### src/rtl/vpi_step_counter.sv
// vpi_step_counter: parametrised up/down step counter with synchronous load,
// wrap or saturate overflow handling, a terminal-count pulse, and a
// single-entry newest-wins sample port for the VPI monitor task.
module vpi_step_counter #(
  parameter int WIDTH    = 12,
  parameter int STEP     = 1,
  parameter int SATURATE = 0,
  parameter int INIT     = 0,
  parameter int DROP_W   = 8
) (
  input  logic              clk,
  input  logic              rst_n,
  input  logic              en,
  input  logic              up,
  input  logic              load,
  input  logic [WIDTH-1:0]  load_val,
  output logic [WIDTH-1:0]  count,
  output logic              tc,
  output logic              smp_valid,
  input  logic              smp_ready,
  output logic [WIDTH-1:0]  smp_data,
  output logic [DROP_W-1:0] drop_cnt
);

  localparam logic [WIDTH:0]   STEP_X = (WIDTH+1)'(STEP);
  localparam logic [WIDTH-1:0] INIT_X = WIDTH'(INIT);

  logic [WIDTH-1:0]  count_q, count_d;
  logic              tc_q, tc_d;
  logic              valid_q, valid_d;
  logic [WIDTH-1:0]  data_q, data_d;
  logic [DROP_W-1:0] drop_q, drop_d;

  logic [WIDTH:0]    sum, diff;
  logic              step_ovf;
  logic [WIDTH-1:0]  step_val;
  logic              new_smp;

  // Step arithmetic: one extra bit exposes carry (up) or borrow (down).
  always_comb begin
    sum      = {1'b0, count_q} + STEP_X;
    diff     = {1'b0, count_q} - STEP_X;
    step_ovf = up ? sum[WIDTH] : diff[WIDTH];
    step_val = up ? sum[WIDTH-1:0] : diff[WIDTH-1:0];
    // Clamp to the limit in the overflow direction; tc then marks the clamp.
    if (SATURATE != 0 && step_ovf)
      step_val = up ? '1 : '0;
  end

  // Next-state: load beats step beats hold; sample slot is newest-wins.
  always_comb begin
    count_d = count_q;
    tc_d    = 1'b0;
    new_smp = 1'b0;
    valid_d = valid_q;
    data_d  = data_q;
    drop_d  = drop_q;
    if (load) begin
      count_d = load_val;
      new_smp = 1'b1;                    // load always publishes, even if unchanged
    end else if (en) begin
      count_d = step_val;
      tc_d    = step_ovf;
      new_smp = (step_val != count_q);   // pinned-at-limit steps publish nothing
    end
    if (new_smp) begin
      data_d  = count_d;
      valid_d = 1'b1;
      // Overwriting an unconsumed sample is a drop; counter sticks at max.
      if (valid_q && !smp_ready && drop_q != '1)
        drop_d = drop_q + 1'b1;
    end else if (valid_q && smp_ready) begin
      valid_d = 1'b0;
    end
  end

  // State registers with synchronous active-low reset.
  always_ff @(posedge clk) begin
    if (!rst_n) begin
      count_q <= INIT_X;
      tc_q    <= 1'b0;
      valid_q <= 1'b0;
      data_q  <= '0;
      drop_q  <= '0;
    end else begin
      count_q <= count_d;
      tc_q    <= tc_d;
      valid_q <= valid_d;
      data_q  <= data_d;
      drop_q  <= drop_d;
    end
  end

  assign count     = count_q;
  assign tc        = tc_q;
  assign smp_valid = valid_q;
  assign smp_data  = data_q;
  assign drop_cnt  = drop_q;

endmodule

### config.mk
export PLATFORM = sky130hd
export DESIGN_NAME = vpi_step_counter
export DESIGN_NICKNAME = d
export VERILOG_FILES = /design/src/rtl/vpi_step_counter.sv
export SDC_FILE = /design/constraint.sdc
export NUM_CORES = 1
export LEC_CHECK = 0
export CAP_MARGIN = 20
export CORE_ASPECT_RATIO = 0.8
export CORE_MARGIN = 10
export CORE_UTILIZATION = 48
export CTS_CLUSTER_DIAMETER = 200
export DETAILED_ROUTE_END_ITERATION = 8
export MAX_ROUTING_LAYER = met4
export PLACE_DENSITY = 0.92
export SETUP_SLACK_MARGIN = 0.2
export SYNTH_ARGS = -nofsm -noshare
export SYNTH_HDL_FRONTEND = slang
export SYNTH_SLANG_ARGS = --single-unit
### constraint.sdc
create_clock -name clk -period 2.2 [get_ports clk]
set_input_delay 0.33 -clock clk [delete_from_list [all_inputs] [get_ports clk]]
set_output_delay 0.33 -clock clk [all_outputs]
set_load 0.03 [all_outputs]
==> report_table.html <==
<table>
<tr><th>Metric</th><th>Value</th></tr>
<tr><th colspan="2">Outcome</th></tr>
<tr><td>Outcome</td><td>finished clean</td></tr>
<tr><th colspan="2">Synth</th></tr>
<tr><td>Flip-flop and latch count after synthesis</td><td>34</td></tr>
<tr><td>Main synth FF type</td><td>sky130_fd_sc_hd__dfxtp_1</td></tr>
<tr><td>Number of warnings issued by yosys</td><td>0</td></tr>
<tr><td>Syn Std Cell Area</td><td>1913 um2</td></tr>
<tr><td>Number of synthesized flops with an enable pin</td><td>0</td></tr>
<tr><td>Mean post-synth cell area</td><td>8.106 um2</td></tr>
<tr><td>Post-Syn Nets</td><td>257</td></tr>
<tr><td>Sequential share of the synthesized area</td><td>0.3558</td></tr>
<tr><td>Proportion of register bits with asynchronous set or reset after synthesis</td><td>0</td></tr>
<tr><td>Post-Syn Instances</td><td>236</td></tr>
<tr><td>Number of distinct library cells after synthesis</td><td>45</td></tr>
<tr><th colspan="2">Timing</th></tr>
<tr><td>Portion of the clock cycle consumed by the worst path in the final layout</td><td>0.8918</td></tr>
<tr><td>Highest Clock Rate</td><td>509.7 MHz</td></tr>
<tr><td>Skew final</td><td>0.002725 ns</td></tr>
<tr><td>Setup repair after global routing missed its margin</td><td>false</td></tr>
<tr><td>Shortest period the worst path allows</td><td>1.962 ns</td></tr>
<tr><td>Final worst-path setup slack</td><td>0.2381 ns</td></tr>
<tr><td>Pins Over Slew Limit</td><td>0</td></tr>
<tr><td>Final setup TNS</td><td>0 ns</td></tr>
<tr><td>Worst hold slack after final layout</td><td>0.5118 ns</td></tr>
<tr><td>Tightest Pin Transition</td><td>0.5133 ns</td></tr>
<tr><td>Setup Viol. Count Final</td><td>0</td></tr>
<tr><td>Final number of hold-violating endpoints</td><td>0</td></tr>
<tr><td>Relative slew margins</td><td>0.6533</td></tr>
<tr><th colspan="2">CTS</th></tr>
<tr><td>Cells resized by post-CTS repair</td><td>0</td></tr>
<tr><td>Clock-pin slew on the worst setup and hold paths</td><td>0.07 ns</td></tr>
<tr><td>TritonCTS clock tree</td><td>done</td></tr>
<tr><td>H-Tree Depth</td><td>2</td></tr>
<tr><td>Buffer cell driving the clock tree root</td><td>sky130_fd_sc_hd__clkbuf_8</td></tr>
<tr><td>Deepest clock path buffer count</td><td>2</td></tr>
<tr><td>Clock insertion delay at the later pin of the skew report</td><td>0.29 ns</td></tr>
<tr><td>Total CTS buffers</td><td>5</td></tr>
<tr><td>CTS sink count</td><td>34</td></tr>
<tr><td>CTS hold repair buffers</td><td>0</td></tr>
<tr><td>Count of buffers added by post-CTS timing repair for setup</td><td>0</td></tr>
<tr><th colspan="2">Layout</th></tr>
<tr><td>Final cell count without fillers</td><td>344</td></tr>
<tr><td>Fin nets</td><td>309</td></tr>
<tr><td>Area of the multi-input gates</td><td>1130 um2</td></tr>
<tr><td>Antenna cell count</td><td>0</td></tr>
<tr><td>Count of filler cells inserted in the layout</td><td>308</td></tr>
<tr><td>Sequential cell area</td><td>683.2 um2</td></tr>
<tr><td>Fraction of the core area covered by cells at the end of the flow</td><td>0.6889</td></tr>
<tr><td>Summed area of non-filler cells in the final layout</td><td>2638 um2</td></tr>
<tr><td>Area growth, synth to finish</td><td>37.87%</td></tr>
<tr><td>Fraction of final layout cells with drive strength greater than 1</td><td>0.08997</td></tr>
<tr><th colspan="2">Power and ir drop</th></tr>
<tr><td>Part of the power in combinational logic</td><td>0.241</td></tr>
<tr><td>Total power consumption of the routed design</td><td>1.687 mW</td></tr>
<tr><td>Relative contribution of the clock network to total power</td><td>0.342</td></tr>
<tr><td>Fraction of power spent switching nets</td><td>0.3056</td></tr>
<tr><td>Peak supply drop</td><td>0.4869 mV</td></tr>
<tr><td>Part of the total power dissipated in sequential elements</td><td>0.418</td></tr>
<tr><td>Reported leakage power</td><td>0.9620 nW</td></tr>
<tr><td>Switching component of the power</td><td>0.5154 mW</td></tr>
<tr><td>Internal power</td><td>1.171 mW</td></tr>
<tr><td>Ratio of total power to cell area</td><td>639.5 nW/um2</td></tr>
<tr><th colspan="2">Floorplanning</th></tr>
<tr><td>Ports placed on the boundary</td><td>52</td></tr>
<tr><td>Die outline area</td><td>6927 um2</td></tr>
<tr><td>Std-Cell Rows</td><td>20</td></tr>
<tr><td>Die Span Y</td><td>76.47 um</td></tr>
<tr><td>Core region area</td><td>3829 um2</td></tr>
<tr><td>X dimension of the die</td><td>90.59 um</td></tr>
<tr><td>Initial core utilization</td><td>0.4997</td></tr>
<tr><th colspan="2">Setup path</th></tr>
<tr><td>Chain of cells forming the critical path</td><td>clkdlybuf4s50_1 -&gt; buf_12 -&gt; or3_1 -&gt; nor3_1 -&gt; o22ai_1 -&gt; xor2_1 -&gt; a211oi_1</td></tr>
<tr><td>Cell at the slowest stage of the critical path</td><td>sky130_fd_sc_hd__clkdlybuf4s50_1</td></tr>
<tr><td>Longest individual stage delay on the worst path</td><td>0.44 ns</td></tr>
<tr><td>Sort of element at the start of the critical path</td><td>input port</td></tr>
<tr><td>CP Max Fanout</td><td>19</td></tr>
<tr><td>Crit end category</td><td>flop</td></tr>
<tr><td>Critical path start-end classification</td><td>input port to flop</td></tr>
<tr><td>CP Data Required Time</td><td>2.41 ns</td></tr>
<tr><td>Endpoint arrival time on the critical path</td><td>2.17 ns</td></tr>
<tr><th colspan="2">Placement</th></tr>
<tr><td>Weighted congestion reported at the end of routability-driven placement</td><td>0.8910</td></tr>
<tr><td>Placed wire-length estimate after detailed placement</td><td>4063 um</td></tr>
<tr><td>Standard cell area after detailed placement</td><td>2519 um2</td></tr>
<tr><td>Port Buf Inserts</td><td>51</td></tr>
<tr><td>Placed Cells incl. Taps</td><td>336</td></tr>
<tr><td>Worst slack at placement</td><td>0.05804 ns</td></tr>
<tr><th colspan="2">Detailed routing</th></tr>
<tr><td>Met3 wire len</td><td>299 um</td></tr>
<tr><td>Violation count after the first detailed-route iteration</td><td>175</td></tr>
<tr><td>Highest routed metal layer</td><td>met4</td></tr>
<tr><td>Met1 Routed Length</td><td>2541 um</td></tr>
<tr><td>Routed wire length</td><td>5614 um</td></tr>
<tr><td>Detail Route met2 WL</td><td>2679 um</td></tr>
<tr><td>Number of DRC violations after detailed routing</td><td>0</td></tr>
<tr><td>Via Count</td><td>1,951</td></tr>
<tr><td>Post-DR vias/cell</td><td>5.672</td></tr>
<tr><td>Count of TritonRoute iterations in the first routing pass</td><td>4</td></tr>
<tr><td>Drt wl/cell</td><td>16.32 um</td></tr>
<tr><td>Final ANT Viol Nets</td><td>0</td></tr>
<tr><th colspan="2">GRT</th></tr>
<tr><td>Number of global-route vias before repair</td><td>1,892</td></tr>
<tr><td>Wire length of the first global-routing pass</td><td>9218 um</td></tr>
<tr><td>Overflow left after global routing</td><td>0</td></tr>
<tr><td>Global-route total usage across every layer</td><td>0.1614</td></tr>
<tr><td>Pin count of the biggest net entering global routing</td><td>20</td></tr>
<tr><td>Number of antenna violations at the first check in global routing</td><td>0</td></tr>
<tr><th colspan="2">Flow run</th></tr>
<tr><td>Max-cap check violation count</td><td>0</td></tr>
<tr><th colspan="2">Worst hold path</th></tr>
<tr><td>Path category of the worst min-delay check</td><td>flop to flop</td></tr>
</table>
[power by group through the flow]
| stage | registers (mW) | clock network [mW] | logic, mW |
|---|---|---|---|
| after floorplan | 0.774 | 0 | 0.182 |
| after global placement | 0.716 | 0 | 0.395 |
| after detailed placement | 0.716 | 0 | 0.402 |
| after CTS | 0.703 | 0.582 | 0.406 |
| after global routing | 0.710 | 0.605 | 0.438 |
| final | 0.704 | 0.577 | 0.406 |
[worst paths after layout]
check | from | to | slack (ns) | cells after the start
worst max-delay path | up | smp_data[11] | 0.24 | 7
worst min-delay path | smp_data[1] | smp_data[1] | 0.51 | 2
worst max register to register | count[2] | count[8] | 0.30 | 5
worst min register to register | smp_data[1] | smp_data[1] | 0.51 | 2
[placed cells by master, fill, tap and decap left out, types with 4 or more instances in the layout]
master and count:
sky130_fd_sc_hd__a211oi_1 5, sky130_fd_sc_hd__a21oi_1 11, sky130_fd_sc_hd__buf_4 11, sky130_fd_sc_hd__clkbuf_8 5
sky130_fd_sc_hd__clkdlybuf4s50_1 51, sky130_fd_sc_hd__dfxtp_1 32, sky130_fd_sc_hd__inv_1 8, sky130_fd_sc_hd__mux2_1 4
sky130_fd_sc_hd__mux2i_1 5, sky130_fd_sc_hd__nand2_1 13, sky130_fd_sc_hd__nand3_1 13, sky130_fd_sc_hd__nor2_1 19
sky130_fd_sc_hd__nor3_1 19, sky130_fd_sc_hd__nor3b_1 6, sky130_fd_sc_hd__nor4_1 4, sky130_fd_sc_hd__o21ai_0 13
sky130_fd_sc_hd__or3_1 4, sky130_fd_sc_hd__xnor2_1 12, sky130_fd_sc_hd__xor2_1 6
[cells by family (layout without fill, tap and decap cells)]
| logic type | after synthesis | after routing | share of synthesized area |
|---|---|---|---|
| buffers and inverters | 27 | 80 | 0.05755 |
| multiplexers | 9 | 9 | 0.04971 |
| AND/OR/NAND/NOR | 93 | 93 | 0.2538 |
| flip-flops | 34 | 34 | 0.3558 |
| XOR/XNOR | 18 | 18 | 0.08241 |
| AO/OA/AOI/OAI | 52 | 52 | 0.1812 |
| adder cells (fa/ha/maj) | 3 | 3 | 0.01962 |
[critical path: cells and delay by family]
kind | cells | cell delay (ns)
AO/OA/AOI/OAI | 2 | 0.44
AND/OR/NAND/NOR | 2 | 0.61
XOR/XNOR | 1 | 0.18
buffers and inverters | 2 | 0.61
[routing by layer]
metal  global-route usage  up-vias
met4              0.06667        0
met2               0.2489       72
met5                    -        -
met3              0.03346       10
li1                     -      959
met1               0.1999      910
[synth_stat cells (3+ instances only)]
cell type | number | area share
sky130_fd_sc_hd__nand3_1 | 13 | 0.034
sky130_fd_sc_hd__mux2_1 | 4 | 0.024
sky130_fd_sc_hd__mux2i_1 | 5 | 0.026
sky130_fd_sc_hd__a31o_1 | 3 | 0.014
sky130_fd_sc_hd__nor2_1 | 19 | 0.037
sky130_fd_sc_hd__or3_1 | 4 | 0.013
sky130_fd_sc_hd__nand4_1 | 3 | 0.0098
sky130_fd_sc_hd__clkbuf_1 | 13 | 0.026
sky130_fd_sc_hd__inv_1 | 8 | 0.016
sky130_fd_sc_hd__nor3_1 | 19 | 0.050
sky130_fd_sc_hd__o22ai_1 | 3 | 0.0098
sky130_fd_sc_hd__a211oi_1 | 5 | 0.020
sky130_fd_sc_hd__xnor2_1 | 12 | 0.055
sky130_fd_sc_hd__and3_1 | 3 | 0.0098
sky130_fd_sc_hd__nor3b_1 | 6 | 0.024
sky130_fd_sc_hd__xor2_1 | 6 | 0.027
sky130_fd_sc_hd__nor2b_1 | 3 | 0.0098
sky130_fd_sc_hd__nand2_1 | 13 | 0.026
sky130_fd_sc_hd__nor4_1 | 4 | 0.013
sky130_fd_sc_hd__ha_1 | 3 | 0.020
sky130_fd_sc_hd__a21oi_1 | 11 | 0.029
sky130_fd_sc_hd__dfxtp_1 | 34 | 0.36
sky130_fd_sc_hd__o21ai_0 | 13 | 0.034
[sequential cells by signal, summed over array words and instances (netlist names)]
signal	cells
smp_data	12
count	12
tc	1
smp_valid	1
drop_cnt	8
[cell type report]
class                           count  area share
Clock inverter                      3     0.01518
Inverter                            9     0.01281
Timing Repair Buffer               63      0.2324
Tap cell                           55     0.02609
Clock buffer                        5     0.02609
Sequential cell                    34      0.2590
Multi-Input combinational cell    175      0.4284
No activity file was read; power rests on OpenSTA's default activity.
